==> config.mk <==
export PLATFORM = sky130hd
export DESIGN_NAME = usb_bus_state_flat
export DESIGN_NICKNAME = d
export VERILOG_FILES = /design/src/rtl/usb_bus_state_if.sv /design/src/rtl/usb_bus_state.sv /design/src/flat_wrapper.sv
export SDC_FILE = /design/constraint.sdc
export NUM_CORES = 1
export LEC_CHECK = 0
export ABC_CLOCK_PERIOD_IN_PS = 2700
export BUFFER_PORTS_ARGS = -buffer_cell sky130_fd_sc_hd__buf_2
export CAP_MARGIN = 25
export CORE_AREA = 2 2 86 88
export CTS_BUF_LIST = sky130_fd_sc_hd__clkbuf_4
export CTS_CLUSTER_SIZE = 8
export DETAILED_ROUTE_END_ITERATION = 12
export DIE_AREA = 0 0 88 90
export PLACE_DENSITY_LB_ADDON = 0.2
export RECOVER_POWER = 100
export SYNTH_ARGS = -nofsm -noshare
export SYNTH_HDL_FRONTEND = slang
export SYNTH_SLANG_ARGS = --single-unit
==> constraint.sdc <==
create_clock -name clk -period 2.7 [get_ports clk]
set_clock_uncertainty 0.2 [all_clocks]
set_input_delay 0.54 -clock clk [delete_from_list [all_inputs] [get_ports clk]]
set_output_delay 0.54 -clock clk [all_outputs]
set_load 0.02 [all_outputs]
==> src/rtl/usb_bus_state_if.sv <==
// Bus-state tracker signal bundle: phy/packet-side inputs plus status, event and wake-pad outputs.
// The slave modport is the tracker's view; the master modport is the driver/observer view.
interface usb_bus_state_if;
    logic       pu_ena;
    logic       rx_dp;
    logic       rx_dn;
    logic       sof_stb;
    logic       clr_rst_pending;
    logic       wakeup_req;
    logic [2:0] state;
    logic       usb_reset;
    logic       usb_suspend;
    logic       rst_pending;
    logic       evt_reset;
    logic       evt_suspend;
    logic       evt_resume;
    logic       wake_tx_en;
    logic       wake_tx_k;

    modport master (
        output pu_ena, rx_dp, rx_dn, sof_stb, clr_rst_pending, wakeup_req,
        input  state, usb_reset, usb_suspend, rst_pending,
        input  evt_reset, evt_suspend, evt_resume, wake_tx_en, wake_tx_k
    );

    modport slave (
        input  pu_ena, rx_dp, rx_dn, sof_stb, clr_rst_pending, wakeup_req,
        output state, usb_reset, usb_suspend, rst_pending,
        output evt_reset, evt_suspend, evt_resume, wake_tx_en, wake_tx_k
    );
endinterface

==> src/rtl/usb_bus_state.sv <==
// USB full-speed bus-state tracker: attach, bus reset, suspend, host resume and
// optional device remote wakeup. Timers scale with CLK_MHZ.
// Optional feature: define USB_BUS_STATE_WAKEUP_EN to enable remote wakeup (WAKEUP state).
module usb_bus_state #(
    parameter int unsigned CLK_MHZ       = 48,
    parameter int unsigned RESET_US      = 10000,
    parameter int unsigned SUSPEND_US    = 3000,
    parameter int unsigned RESUME_DEB_US = 20,
    parameter int unsigned WAKE_MIN_US   = 2000,
    parameter int unsigned WAKE_K_US     = 2000
) (
    input  logic             clk,
    input  logic             rst_n,
    usb_bus_state_if.slave   bus
);

    localparam int unsigned RESET_CYC   = CLK_MHZ * RESET_US;
    localparam int unsigned SUSPEND_CYC = CLK_MHZ * SUSPEND_US;
    localparam int unsigned RESUME_CYC  = CLK_MHZ * RESUME_DEB_US;
    localparam int unsigned SE0_W       = $clog2(RESET_CYC + 1);
    localparam int unsigned IDLE_W      = $clog2(SUSPEND_CYC + 1);
    localparam int unsigned K_W         = $clog2(RESUME_CYC + 1);

    typedef enum logic [2:0] {
        ST_DETACHED = 3'd0,
        ST_ACTIVE   = 3'd1,
        ST_RESET    = 3'd2,
        ST_SUSPEND  = 3'd3,
        ST_RESUME   = 3'd4,
        ST_WAKEUP   = 3'd5
    } state_t;

    state_t              state_q;
    state_t              state_nxt;
    logic [SE0_W-1:0]    se0_cnt;
    logic [IDLE_W-1:0]   idle_cnt;
    logic [K_W-1:0]      k_cnt;
    logic                line_j;
    logic                line_k;
    logic                line_se0;
    logic                se0_hit;
    logic                idle_hit;
    logic                k_hit;

    // Line decode; SE1 decodes as none of J/K/SE0
    assign line_j   =  bus.rx_dp & ~bus.rx_dn;
    assign line_k   = ~bus.rx_dp &  bus.rx_dn;
    assign line_se0 = ~bus.rx_dp & ~bus.rx_dn;

    // Timer thresholds are checked on the sample that completes the interval
    assign se0_hit  = line_se0 && (se0_cnt == SE0_W'(RESET_CYC - 1));
    assign idle_hit = line_j && !bus.sof_stb && (idle_cnt == IDLE_W'(SUSPEND_CYC - 1));
    assign k_hit    = line_k && (k_cnt == K_W'(RESUME_CYC - 1));

`ifdef USB_BUS_STATE_WAKEUP_EN
    localparam int unsigned WMIN_CYC = CLK_MHZ * WAKE_MIN_US;
    localparam int unsigned WK_CYC   = CLK_MHZ * WAKE_K_US;
    localparam int unsigned WMIN_W   = $clog2(WMIN_CYC + 1);
    localparam int unsigned WK_W     = $clog2(WK_CYC + 1);

    logic [WMIN_W-1:0]   susp_cnt;
    logic [WK_W-1:0]     wk_cnt;
    logic                wake_go;
    logic                wk_done;

    assign wake_go = bus.wakeup_req && (susp_cnt == WMIN_W'(WMIN_CYC));
    assign wk_done = (wk_cnt == WK_W'(WK_CYC - 1));

    // Suspend dwell and K-drive timers
    always_ff @(posedge clk or negedge rst_n) begin
        if (!rst_n) begin
            susp_cnt <= '0;
            wk_cnt   <= '0;
        end else begin
            if (state_q != ST_SUSPEND)
                susp_cnt <= '0;
            else if (susp_cnt != WMIN_W'(WMIN_CYC))
                susp_cnt <= susp_cnt + WMIN_W'(1);
            if (state_q != ST_WAKEUP)
                wk_cnt <= '0;
            else if (wk_cnt != WK_W'(WK_CYC))
                wk_cnt <= wk_cnt + WK_W'(1);
        end
    end
`else
    logic unused_wakeup;
    assign unused_wakeup = ^{bus.wakeup_req, 32'(WAKE_MIN_US), 32'(WAKE_K_US)};
`endif

    // Next-state selection in priority order: detach, attach, bus reset, per-state exits
    always_comb begin
        state_nxt = state_q;
        if (!bus.pu_ena) begin
            state_nxt = ST_DETACHED;
        end else if (state_q == ST_DETACHED) begin
            state_nxt = ST_ACTIVE;
        end else if (se0_hit) begin
            state_nxt = ST_RESET;
        end else begin
            case (state_q)
                ST_RESET:   if (!line_se0) state_nxt = ST_ACTIVE;
                ST_ACTIVE:  if (idle_hit)  state_nxt = ST_SUSPEND;
                ST_SUSPEND: begin
                    if (k_hit)
                        state_nxt = ST_RESUME;
`ifdef USB_BUS_STATE_WAKEUP_EN
                    else if (wake_go)
                        state_nxt = ST_WAKEUP;
`endif
                end
                ST_RESUME:  if (line_se0)  state_nxt = ST_ACTIVE;
`ifdef USB_BUS_STATE_WAKEUP_EN
                ST_WAKEUP:  if (wk_done)   state_nxt = ST_RESUME;
`endif
                default:    state_nxt = ST_DETACHED;
            endcase
        end
    end

    // Line-condition counters
    always_ff @(posedge clk or negedge rst_n) begin
        if (!rst_n) begin
            se0_cnt  <= '0;
            idle_cnt <= '0;
            k_cnt    <= '0;
        end else begin
            if (state_q == ST_DETACHED || !line_se0)
                se0_cnt <= '0;
            else if (se0_cnt != SE0_W'(RESET_CYC))
                se0_cnt <= se0_cnt + SE0_W'(1);
            if (state_q != ST_ACTIVE || !line_j || bus.sof_stb)
                idle_cnt <= '0;
            else if (idle_cnt != IDLE_W'(SUSPEND_CYC))
                idle_cnt <= idle_cnt + IDLE_W'(1);
            if (state_q != ST_SUSPEND || !line_k)
                k_cnt <= '0;
            else if (k_cnt != K_W'(RESUME_CYC))
                k_cnt <= k_cnt + K_W'(1);
        end
    end

    // State register with registered status, event and wake-pad outputs
    always_ff @(posedge clk or negedge rst_n) begin
        if (!rst_n) begin
            state_q         <= ST_DETACHED;
            bus.usb_reset   <= 1'b0;
            bus.usb_suspend <= 1'b0;
            bus.rst_pending <= 1'b1;
            bus.evt_reset   <= 1'b0;
            bus.evt_suspend <= 1'b0;
            bus.evt_resume  <= 1'b0;
            bus.wake_tx_en  <= 1'b0;
            bus.wake_tx_k   <= 1'b0;
        end else begin
            state_q         <= state_nxt;
            bus.usb_reset   <= (state_nxt == ST_RESET);
            bus.usb_suspend <= (state_nxt == ST_SUSPEND) || (state_nxt == ST_WAKEUP);
            bus.rst_pending <= (bus.rst_pending & ~bus.clr_rst_pending) | bus.evt_reset;
            bus.evt_reset   <= (state_nxt == ST_RESET)   && (state_q != ST_RESET);
            bus.evt_suspend <= (state_nxt == ST_SUSPEND) && (state_q != ST_SUSPEND);
            bus.evt_resume  <= (state_nxt == ST_RESUME)  && (state_q != ST_RESUME);
`ifdef USB_BUS_STATE_WAKEUP_EN
            bus.wake_tx_en  <= (state_nxt == ST_WAKEUP);
            bus.wake_tx_k   <= (state_nxt == ST_WAKEUP);
`else
            bus.wake_tx_en  <= 1'b0;
            bus.wake_tx_k   <= 1'b0;
`endif
        end
    end

    assign bus.state = state_q;

endmodule

==> src/flat_wrapper.sv <==
// flat-port wrapper written by rule: the top's interface ports become plain ports
module usb_bus_state_flat 
#(
    parameter int unsigned CLK_MHZ       = 48,
    parameter int unsigned RESET_US      = 10000,
    parameter int unsigned SUSPEND_US    = 3000,
    parameter int unsigned RESUME_DEB_US = 20,
    parameter int unsigned WAKE_MIN_US   = 2000,
    parameter int unsigned WAKE_K_US     = 2000
)
  (clk, rst_n, bus_pu_ena, bus_rx_dp, bus_rx_dn, bus_sof_stb, bus_clr_rst_pending, bus_wakeup_req, bus_state, bus_usb_reset, bus_usb_suspend, bus_rst_pending, bus_evt_reset, bus_evt_suspend, bus_evt_resume, bus_wake_tx_en, bus_wake_tx_k);
  usb_bus_state_if bus_i ();
  input  logic clk;
  input  logic rst_n;
  input wire logic [$bits(bus_i.pu_ena)-1:0] bus_pu_ena;
  input wire logic [$bits(bus_i.rx_dp)-1:0] bus_rx_dp;
  input wire logic [$bits(bus_i.rx_dn)-1:0] bus_rx_dn;
  input wire logic [$bits(bus_i.sof_stb)-1:0] bus_sof_stb;
  input wire logic [$bits(bus_i.clr_rst_pending)-1:0] bus_clr_rst_pending;
  input wire logic [$bits(bus_i.wakeup_req)-1:0] bus_wakeup_req;
  output wire logic [$bits(bus_i.state)-1:0] bus_state;
  output wire logic [$bits(bus_i.usb_reset)-1:0] bus_usb_reset;
  output wire logic [$bits(bus_i.usb_suspend)-1:0] bus_usb_suspend;
  output wire logic [$bits(bus_i.rst_pending)-1:0] bus_rst_pending;
  output wire logic [$bits(bus_i.evt_reset)-1:0] bus_evt_reset;
  output wire logic [$bits(bus_i.evt_suspend)-1:0] bus_evt_suspend;
  output wire logic [$bits(bus_i.evt_resume)-1:0] bus_evt_resume;
  output wire logic [$bits(bus_i.wake_tx_en)-1:0] bus_wake_tx_en;
  output wire logic [$bits(bus_i.wake_tx_k)-1:0] bus_wake_tx_k;
  assign bus_i.pu_ena = bus_pu_ena;
  assign bus_i.rx_dp = bus_rx_dp;
  assign bus_i.rx_dn = bus_rx_dn;
  assign bus_i.sof_stb = bus_sof_stb;
  assign bus_i.clr_rst_pending = bus_clr_rst_pending;
  assign bus_i.wakeup_req = bus_wakeup_req;
  assign bus_state = bus_i.state;
  assign bus_usb_reset = bus_i.usb_reset;
  assign bus_usb_suspend = bus_i.usb_suspend;
  assign bus_rst_pending = bus_i.rst_pending;
  assign bus_evt_reset = bus_i.evt_reset;
  assign bus_evt_suspend = bus_i.evt_suspend;
  assign bus_evt_resume = bus_i.evt_resume;
  assign bus_wake_tx_en = bus_i.wake_tx_en;
  assign bus_wake_tx_k = bus_i.wake_tx_k;
  usb_bus_state #(.CLK_MHZ(CLK_MHZ), .RESET_US(RESET_US), .SUSPEND_US(SUSPEND_US), .RESUME_DEB_US(RESUME_DEB_US), .WAKE_MIN_US(WAKE_MIN_US), .WAKE_K_US(WAKE_K_US)) u_core (.clk(clk), .rst_n(rst_n), .bus(bus_i));
endmodule
==> impl_metrics.json <==
{
  "clk_latency_ps": 390,
  "io_buffers": 15,
  "yosys-top-cells-count": "55 x dfrtp_1, 43 x nor2_1, 23 x xor2_1",
  "grt.total_usage_pct": 14.4,
  "grt_overflow_total": 0,
  "hold_ws_ps": 195,
  "yosysMostFrequentCell": "dfrtp_1",
  "cp-end-kind": "flip-flop",
  "vias": 2092,
  "tightest_slew_ps": 1400,
  "gp_congestion": 0.760,
  "layout_setup_ws_ps": 544,
  "drt_first_pass_iters": 4,
  "area_growth_pct": 10.4,
  "outcome": "complete, no violations",
  "die-height_um": 90,
  "slew_violations": 0,
  "ant_nets": 0,
  "ys.flop_type": "dfrtp_1",
  "grt_pass1_wl_um": 9260,
  "postCtsSetupBuffers": 0,
  "p_total_mw": 1.54,
  "antenna_cells": 0,
  "hold_violations": 0,
  "clk_path_buf_depth": 2,
  "cp_slowest_cell": "or4_1",
  "vias_per_cell": 5.05,
  "initial_core_util_pct": 40.6,
  "postPlaceCellArea_um2": 3050,
  "path_clk_slew_ps": 170,
  "fin_crit_sh_pct": 79.9,
  "post-route-min-period_ps": 2160,
  "grt_max_degree": 57,
  "avgSynthCellArea_um2": 9.69,
  "cts_tree": "yes",
  "yosysWarnings": 0,
  "grt_pass1_vias": 1959,
  "design_area_um2": 3140,
  "h-tree-depth": 2,
  "power.density_nw_per_um2": 491,
  "ioPinCount": 19,
  "start_kind": "flip-flop",
  "slowest_delay_ps": 650,
  "post-route-util_pct": 44.8,
  "grt_setup_unrepaired": "false",
  "fmax_mhz": 464,
  "setup_viol_count_final": 0,
  "ir_worst_vdd_mv": 0.215,
  "worst-setup-path-type": "flip-flop to flip-flop",
  "worst-path-buf-inv": 0,
  "synth_top_cell_area_share_pct": 48.3,
  "hpwlAfterDp_um": 3610,
  "cp_cell_sequence": "nand4_1 -> or4_1 -> or3_1 -> a21oi_1",
  "syn_area_um2": 2850,
  "synth_cell_types": 42,
  "crit_arrival_ps": 2260,
  "dpl_worst_slack_ps": 590,
  "postCtsResizedCells": 0,
  "wire_per_inst_um": 12.9,
  "cts.sinks": 56,
  "yosysTopAreaCell": "dfrtp_1",
  "placedCellCount": 405,
  "ys_seq_area_share_pct": 49.3,
  "drive_above_1_share_pct": 7.30,
  "ys_ff_latch": 56,
  "routed_wl_um": 5330,
  "std_cell_rows": 31,
  "layout.nets": 328,
  "synthesis.instances": 294,
  "drc": 0,
  "async_flop_share_pct": 100,
  "min_path_type": "primary input to flip-flop",
  "root_buffer": "clkbuf_4",
  "coreArea_um2": 7020,
  "path_delay_family": "simple AND/OR/NAND/NOR gates",
  "die_w_um": 88,
  "synth_edf_count": 0,
  "cts_made_buffers": 5,
  "first_iter_violations": 101,
  "drv_cap": 0,
  "max_slew_margin_pct": 6.57,
  "fin_cells": 414,
  "r2r_slack_ps": 540,
  "tns_ps": 0,
  "synth.area.top_cells": "dfrtp_1 48%, xor2_1 7.1%, nor2_1 5.7%",
  "grt_antenna_before_repair": 0,
  "hold_buffers": 1,
  "p_leak_nw": 1.28,
  "crit_fanout": 6,
  "dieArea_um2": 7920,
  "crit_required_ps": 2810
}
[placed cells by master (no fill, tap or decap), drive strengths merged, types with 2 or more instances in the layout]
cell type  netlist  final
a21oi           13     13
a31oi            2      2
and2b            2      2
and3            10     10
and4             4      4
buf              2      6
bufinv           0      3
clkbuf           5     17
conb             1      2
dfrtp           55     55
ha               6      6
inv              9      9
mux2i            4      4
nand2           21     21
nand2b           2      2
nand3           18     18
nand4            6      6
nand4b           2      2
nor2            43     43
nor2b            2      2
nor3            12     12
nor4b            4      4
o21ai           10     10
or3             10     10
or3b             3      3
xnor2           11     11
xor2            23     23
[cell type report]
| type | instances | area (um2) |
|---|---|---|
| flip-flops and latches | 56 | 1400 |
| inverters | 9 | 33.8 |
| clock inverters | 3 | 90.1 |
| well taps | 99 | 124 |
| clock buffers | 5 | 37.5 |
| repair buffers | 19 | 86.3 |
| fillers | 703 | 3880 |
| multi-input cells | 223 | 1370 |
[final timing paths]
check / from / endpoint / cells past startpoint
hold reg to reg: u_core.bus.evt_reset / u_core.bus.rst_pending / 1
min in group asynchronous: rst_n / u_core.idle_cnt[5] / 3
setup reg to reg: u_core.se0_cnt[3] / u_core.se0_cnt[13] / 4
hold / removal: bus_pu_ena / u_core.bus.evt_suspend / 3
setup / recovery: u_core.se0_cnt[3] / u_core.se0_cnt[13] / 4
max in group asynchronous: rst_n / u_core.se0_cnt[14] / 3
[cell families (layout without fill, tap and decap cells)]
| kind of cell | after synthesis | in the layout | share of synthesized area (%) |
|---|---|---|---|
| adder cells (fa/ha/maj) | 6 | 6 | 2.64 |
| multiplexers | 4 | 4 | 1.41 |
| AO/OA/AOI/OAI | 31 | 31 | 6.20 |
| other | 1 | 2 | 0.132 |
| AND/OR/NAND/NOR | 146 | 146 | 27.5 |
| XOR/XNOR | 34 | 34 | 10.5 |
| flip-flops | 56 | 56 | 49.3 |
| buffers and inverters | 16 | 36 | 2.37 |
[layer usage]
layer / track usage [%] / up-vias / wire, um
met1: 20.4 / 1007 / 2620
met3: 3.76 / 5 / 197
met4: 3.46 / 0 / 63
li1: - / 1055 / -
met5: 0 / - / 0
met2: 22.0 / 25 / 2450
[power by group]
group / switching, mW / internal, mW
Combinational: 0.0363 / 0.0117
Clock: 0.271 / 0.381
Sequential: 0.00284 / 0.841
[worst min-delay path, delay by kind of cell]
family | cells | cell delay [ps]
compound gates | 1 | 40
buf+inv | 1 | 130
simple gates | 1 | 60
[state kept, by name, indices dropped and copies added, names as in the netlist]
signal                  cells
u_core.bus.rst_pending      1
u_core.bus.evt_resume       1
u_core.idle_cnt            18
u_core.bus.state            3
u_core.se0_cnt             19
u_core.bus.usb_suspend      1
u_core.bus.evt_suspend      1
u_core.bus.evt_reset        1
u_core.k_cnt               10
u_core.bus.usb_reset        1
Note: power is estimated with default switching activity, not from simulation.
